## config.mk

```make
export PLATFORM = sky130hd
export DESIGN_NAME = read_arbiter
export DESIGN_NICKNAME = d
export VERILOG_FILES = /design/src/rtl/read_arbiter.sv
export SDC_FILE = /design/constraint.sdc
export NUM_CORES = 1
export LEC_CHECK = 0
export CORE_ASPECT_RATIO = 0.7
export CORE_MARGIN = 2
export CORE_UTILIZATION = 32
export DETAILED_ROUTE_END_ITERATION = 6
export DONT_BUFFER_PORTS = 1
export GPL_TIMING_DRIVEN = 1
export SETUP_SLACK_MARGIN = 0.5
export SYNTH_ARGS = -nofsm -noshare
export SYNTH_HDL_FRONTEND = slang
export SYNTH_SLANG_ARGS = --single-unit
```

## constraint.sdc

```tcl
create_clock -name clk -period 4.95 [get_ports clk]
set_input_delay 1.2375 -clock clk [delete_from_list [all_inputs] [get_ports clk]]
set_output_delay 1.2375 -clock clk [all_outputs]
set_load 0.03 [all_outputs]
```

## src/rtl/read_arbiter.sv

```systemverilog
// Two-master (instruction/data) read arbiter in front of one shared memory port, one read in flight at a time.
// Define READ_ARBITER_RR_EN for round-robin tie-breaking; otherwise the data master always wins ties.
module read_arbiter #(
    parameter int bus_width = 32
) (
    input  logic                 clk,
    input  logic                 rst,
    input  logic                 i_raddr_valid,
    output logic                 i_raddr_ready,
    input  logic [bus_width-1:0] i_raddr,
    output logic                 i_rdata_valid,
    input  logic                 i_rdata_ready,
    output logic [bus_width-1:0] i_rdata,
    input  logic                 d_raddr_valid,
    output logic                 d_raddr_ready,
    input  logic [bus_width-1:0] d_raddr,
    output logic                 d_rdata_valid,
    input  logic                 d_rdata_ready,
    output logic [bus_width-1:0] d_rdata,
    output logic                 m_raddr_valid,
    input  logic                 m_raddr_ready,
    output logic [bus_width-1:0] m_raddr,
    input  logic                 m_rdata_valid,
    output logic                 m_rdata_ready,
    input  logic [bus_width-1:0] m_rdata
);

    typedef enum logic [1:0] {
        IDLE = 2'd0,
        ADDR = 2'd1,
        RESP = 2'd2
    } state_t;

    state_t               state_q, state_d;
    logic                 grant_q, grant_d;     // 1'b1 = data master owns the transaction
    logic [bus_width-1:0] addr_q,  addr_d;
    logic                 pick_d_s;

`ifdef READ_ARBITER_RR_EN
    logic                 last_q,  last_d;      // 1'b1 = data master was granted most recently

    // Tie-break toward whichever master was not served last.
    always_comb begin
        pick_d_s = 1'b0;
        if (d_raddr_valid && i_raddr_valid) begin
            pick_d_s = ~last_q;
        end else begin
            pick_d_s = d_raddr_valid;
        end
    end
`else
    // Fixed priority: data master wins ties.
    always_comb begin
        pick_d_s = 1'b0;
        if (d_raddr_valid) begin
            pick_d_s = 1'b1;
        end else begin
            pick_d_s = 1'b0;
        end
    end
`endif

    // Next-state and output decode.
    always_comb begin
        state_d       = state_q;
        grant_d       = grant_q;
        addr_d        = addr_q;
`ifdef READ_ARBITER_RR_EN
        last_d        = last_q;
`endif
        i_raddr_ready = 1'b0;
        d_raddr_ready = 1'b0;
        i_rdata_valid = 1'b0;
        d_rdata_valid = 1'b0;
        m_raddr_valid = 1'b0;
        m_rdata_ready = 1'b0;
        m_raddr       = addr_q;
        i_rdata       = m_rdata;
        d_rdata       = m_rdata;
        case (state_q)
            IDLE: begin
                // No grant while reset is held, so nothing is accepted that would then be dropped.
                if (rst && (i_raddr_valid || d_raddr_valid)) begin
                    grant_d       = pick_d_s;
                    addr_d        = pick_d_s ? d_raddr : i_raddr;
                    d_raddr_ready = pick_d_s;
                    i_raddr_ready = ~pick_d_s;
`ifdef READ_ARBITER_RR_EN
                    last_d        = pick_d_s;
`endif
                    state_d       = ADDR;
                end else begin
                    state_d = IDLE;
                end
            end
            ADDR: begin
                m_raddr_valid = 1'b1;
                if (m_raddr_ready) begin
                    state_d = RESP;
                end else begin
                    state_d = ADDR;
                end
            end
            RESP: begin
                if (grant_q) begin
                    d_rdata_valid = m_rdata_valid;
                    m_rdata_ready = d_rdata_ready;
                end else begin
                    i_rdata_valid = m_rdata_valid;
                    m_rdata_ready = i_rdata_ready;
                end
                if (m_rdata_valid && m_rdata_ready) begin
                    state_d = IDLE;
                end else begin
                    state_d = RESP;
                end
            end
            default: begin
                state_d = IDLE;
            end
        endcase
    end

    // State registers with synchronous active-low reset.
    always_ff @(posedge clk) begin
        if (!rst) begin
            state_q <= IDLE;
            grant_q <= 1'b1;
            addr_q  <= {bus_width{1'b0}};
`ifdef READ_ARBITER_RR_EN
            last_q  <= 1'b0;
`endif
        end else begin
            state_q <= state_d;
            grant_q <= grant_d;
            addr_q  <= addr_d;
`ifdef READ_ARBITER_RR_EN
            last_q  <= last_d;
`endif
        end
    end

endmodule

```

* Word level (Yosys, flattened, before mapping) *
Index checks and enable logic that the tools add are counted.

storage, ports and cells
  bits in registers = 35
  bits of input ports = 104
  output and inout port bits = 102
  word-level logic and storage cells = 29

cells by class
  equal/unequal tests = 2
  muxes and demuxes = 18
  bitwise gates (word level) = 1
  reductions and logical operators = 5

operators by type and width
  kind                                                  number
  2-to-1 mux 32 bit                                     1
  2-to-1 mux 1 bit                                      14
  case mux 2 bit (3 select lines)                       1
  2-to-1 mux 2 bit                                      2
  equality test 2 x 1 -> 1 bit (second input constant)  1
  equality test 2 bit (second input constant)           1
  logical AND 1 bit                                     2
  logical NOT 2 bit                                     1
  AND reduction 2 bit                                   1
  logical OR 1 bit                                      1
  inverter 1 bit                                        1

* Logic depth before layout (Yosys ltp) *
  word-level depth = 5
  mapped depth = 6
  depth with buffers taken out = 3

* Least setup slack after synthesis *
OpenSTA, ideal clock, no wires.

  path kind = in2out
  from = in rst
  to = out i_raddr_ready
  arrival = 2592 ps
  data required time = 3713 ps
  slack = 1120 ps
  stages = 6
  buffers on the path = 3
  path through = buf_4 > or3b_1 > o21bai_1 > buf_6 > buf_6 > nor2_1

between the ends
  cells in the longest elaborated chain, start to end = 3

RTL lines
  element            RTL line  text
  start, declared    7         input logic rst,
  logical AND 1 bit  83        if (rst && (i_raddr_valid || d_raddr_valid)) begin
  2-to-1 mux 1 bit   83
  2-to-1 mux 1 bit   80        case (state_q)
  end, declared      9         output logic i_raddr_ready,

Every way passes these cells.

* Final worst setup path *
Ends and elaborated chain as after synthesis.

==> run_results.csv <==
group,metric,value,unit
yosys,yosysTopAreaCellShare,32.77,%
yosys,synth-xor-area-share,0,%
detailed_routing,dr.pass1.iters,3,
yosys,synth.yosys.seq_area_share,32.77,%
yosys,synth_fp_nets,331,
detailed_routing,drt_iter0_markers,9,
cts,tritoncts,"built",
floorplan,start_util,33.75,%
sta,setup_violations,0,
sta,period_needed,3.489,ns
final_layout,finalNetCount,263,
floorplan,die_w,101.7,um
cts,htreeDepth,2,
yosys,synthCells,227,
critical_path,worstPathArrival,2.25,ns
critical_path,required,3.71,ns
floorplan,row_count,24,
detailed_routing,ant_nets,0,
placement,place.gp.congestion,0.6739,
placement,port_buffers,0,
yosys,synth_fa_ha_area_share,0,%
floorplan,die-height,72.39,um
sta,rsz0062_at_grt,"false",
sta,tightest_slew,0.6908,ns
grt,grt_max_degree,38,
final_layout,area_growth,-16.03,%
cts,cts_setup_buffers,0,
critical_path,path_class,"in2out",
final_layout,final_core_util,28.34,%
critical_path,cp_max_fo,37,
cts,clockBufferDepth,2,
placement,dp_hpwl,2710,um
yosys,synth_top_family_by_area,"multiplexers",
yosys,ys.warnings.count,0,
final_layout,diodes,0,
final_layout,most-common-layout-cells,"65 x mux2i_1, 35 x dfxtp_1, 34 x nand2_1",
sta,clock-skew-final,0.01040,ns
cts,cts_hold_buf,0,
critical_path,crit_start,"rst",
yosys,synthMuxAreaShare,30.43,%
power,power.density,379.0,nW/um^2
critical_path,reg2reg_slack,3.37,ns
sta,hold_viol,0,
sta,slew_viol_final,0,
yosys,syn_area,2138,um^2
critical_path,end_kind,"output pin",
critical_path,cp-start-kind,"primary input",
cts,root_buffer,"clkbuf_8",
yosys,synth-simple-area-share,8.602,%
detailed_routing,num_vias,1190,
grt,track_usage,10.41,%
grt,grt_pass1_vias,1203,
cts,post_cts_resized,0,
sta,relSlewSlack,53.85,%
cts,clock_latency,0.28,ns
yosys,syn_area_per_cell,9.420,um^2
sta,finalSetupTns,0,ns
sta,clock.fmax,286.6,MHz
yosys,synth.area.top_cells,"dfxtp_1 33%, mux2i_1 30%, buf_4 23%",
final_layout,drive_gt1_share,5.625,%
grt,antenna_found_initial,0,
final_layout,fill_cells,662,
hold_path,holdCritPathClass,"reg2reg",
yosys,synth_compound_area_share,1.638,%
power,leakage,0.0008812,uW
floorplan,io_pins,206,
grt,overflow,0,
detailed_routing,wl_per_cell,15.53,um
grt,grt_pass1_wl,5802,um
critical_path,r2r_start,"state_q[0]$_SDFF_PN0_",
final_layout,final_common_cell,"mux2i_1",
outcome,outcome,"finished, final reports clean",
power,ir_worst_vdd,0.1277,mV
cts,clkSinkCount,35,
floorplan,core,6336,um^2
sta,period_share,70.48,%
yosys,ys_ff_latch,35,
detailed_routing,via_per_inst,4.741,
detailed_routing,wl,3898,um
yosys,yosys.area.top_type,"dfxtp_1",
job,maxCapViolations,0,
cts,cts_inserted_buffers,5,
detailed_routing,drc,0,
cts,path_clk_slew,0.07,ns
hold_path,hold_start,"grant_q$_SDFFE_PN1P_",
floorplan,die_area,7362,um^2
yosys,yosys.cell_types.count,20,
worst max-delay path: stages:
cell and delay (ns):
or3b_1 0.36, o21bai_4 0.20, nor2_1 0.45
final cells by class:
type	count	area, um^2	share of cell area (%)
multi-input cells	114	880.8	49.06
flip-flops and latches	35	700.7	39.02
well taps	91	113.9	6.341
clock buffers	6	72.57	4.042
clock inverters	2	12.51	0.6969
repair buffers	1	7.507	0.4181
inverters	2	7.507	0.4181
cells in the mapped netlist:
library cell	count
buf_4	65
mux2i_1	65
dfxtp_1	35
nand2_1	34
clkbuf_1	5
buf_6	4
nor2_1	3
nor2b_1	3
inv_1	2
a21boi_1	1
a21o_1	1
and3_1	1
buf_1	1
buf_2	1
nand2b_1	1
nand3_1	1
o211ai_1	1
o21ai_0	1
o21bai_1	1
or3b_1	1
where the power goes:
part           switching (uW)  total, uW  internal, uW
registers                84.8        400           316
clock network             105        203          98.4
logic                    36.1       77.2          41.1
total                     225        680           455
cell families after synthesis:
family / after synthesis
and+or+nand+nor: 44
buffers and inverters: 78
DFF: 35
muxes: 65
AOI/OAI and AO/OA: 5
per-layer routing:
metal  part of all wire, %  wire length, um  vias up  GRT usage (%)
met5                     0                0        -              0
met4                  0.97               38        0          4.955
met3                    15              585        7          6.166
met2                    42             1638       98          15.28
met1                    42             1636      538          12.10
li1                      -                -      547              -
worst paths after layout:
kind / end / cells past startpoint
max: i_raddr_ready / 3
min: grant_q$_SDFFE_PN1P_ / 1
max reg2reg: grant_q$_SDFFE_PN1P_ / 4
min reg2reg: grant_q$_SDFFE_PN1P_ / 1
registers in the layout (all words and copies together) (netlist names):
name     count
m_raddr     32
grant_q      1
state_q      2
stage by stage:
stage	total power (uW)	hold slack [ns]	std cells	setup slack [ns]	cell area (um^2)
global route	721.6	0.5847	251	1.400	1795
floorplan	580.4	0.4861	227	1.120	2138
global placement	483.3	0.5399	243	1.467	1710
CTS	698.7	0.5558	251	1.441	1795
finish	680.5	0.5438	251	1.461	1795
detailed placement	486.4	0.5368	243	1.440	1710
Power figures use the tool's default switching activity.
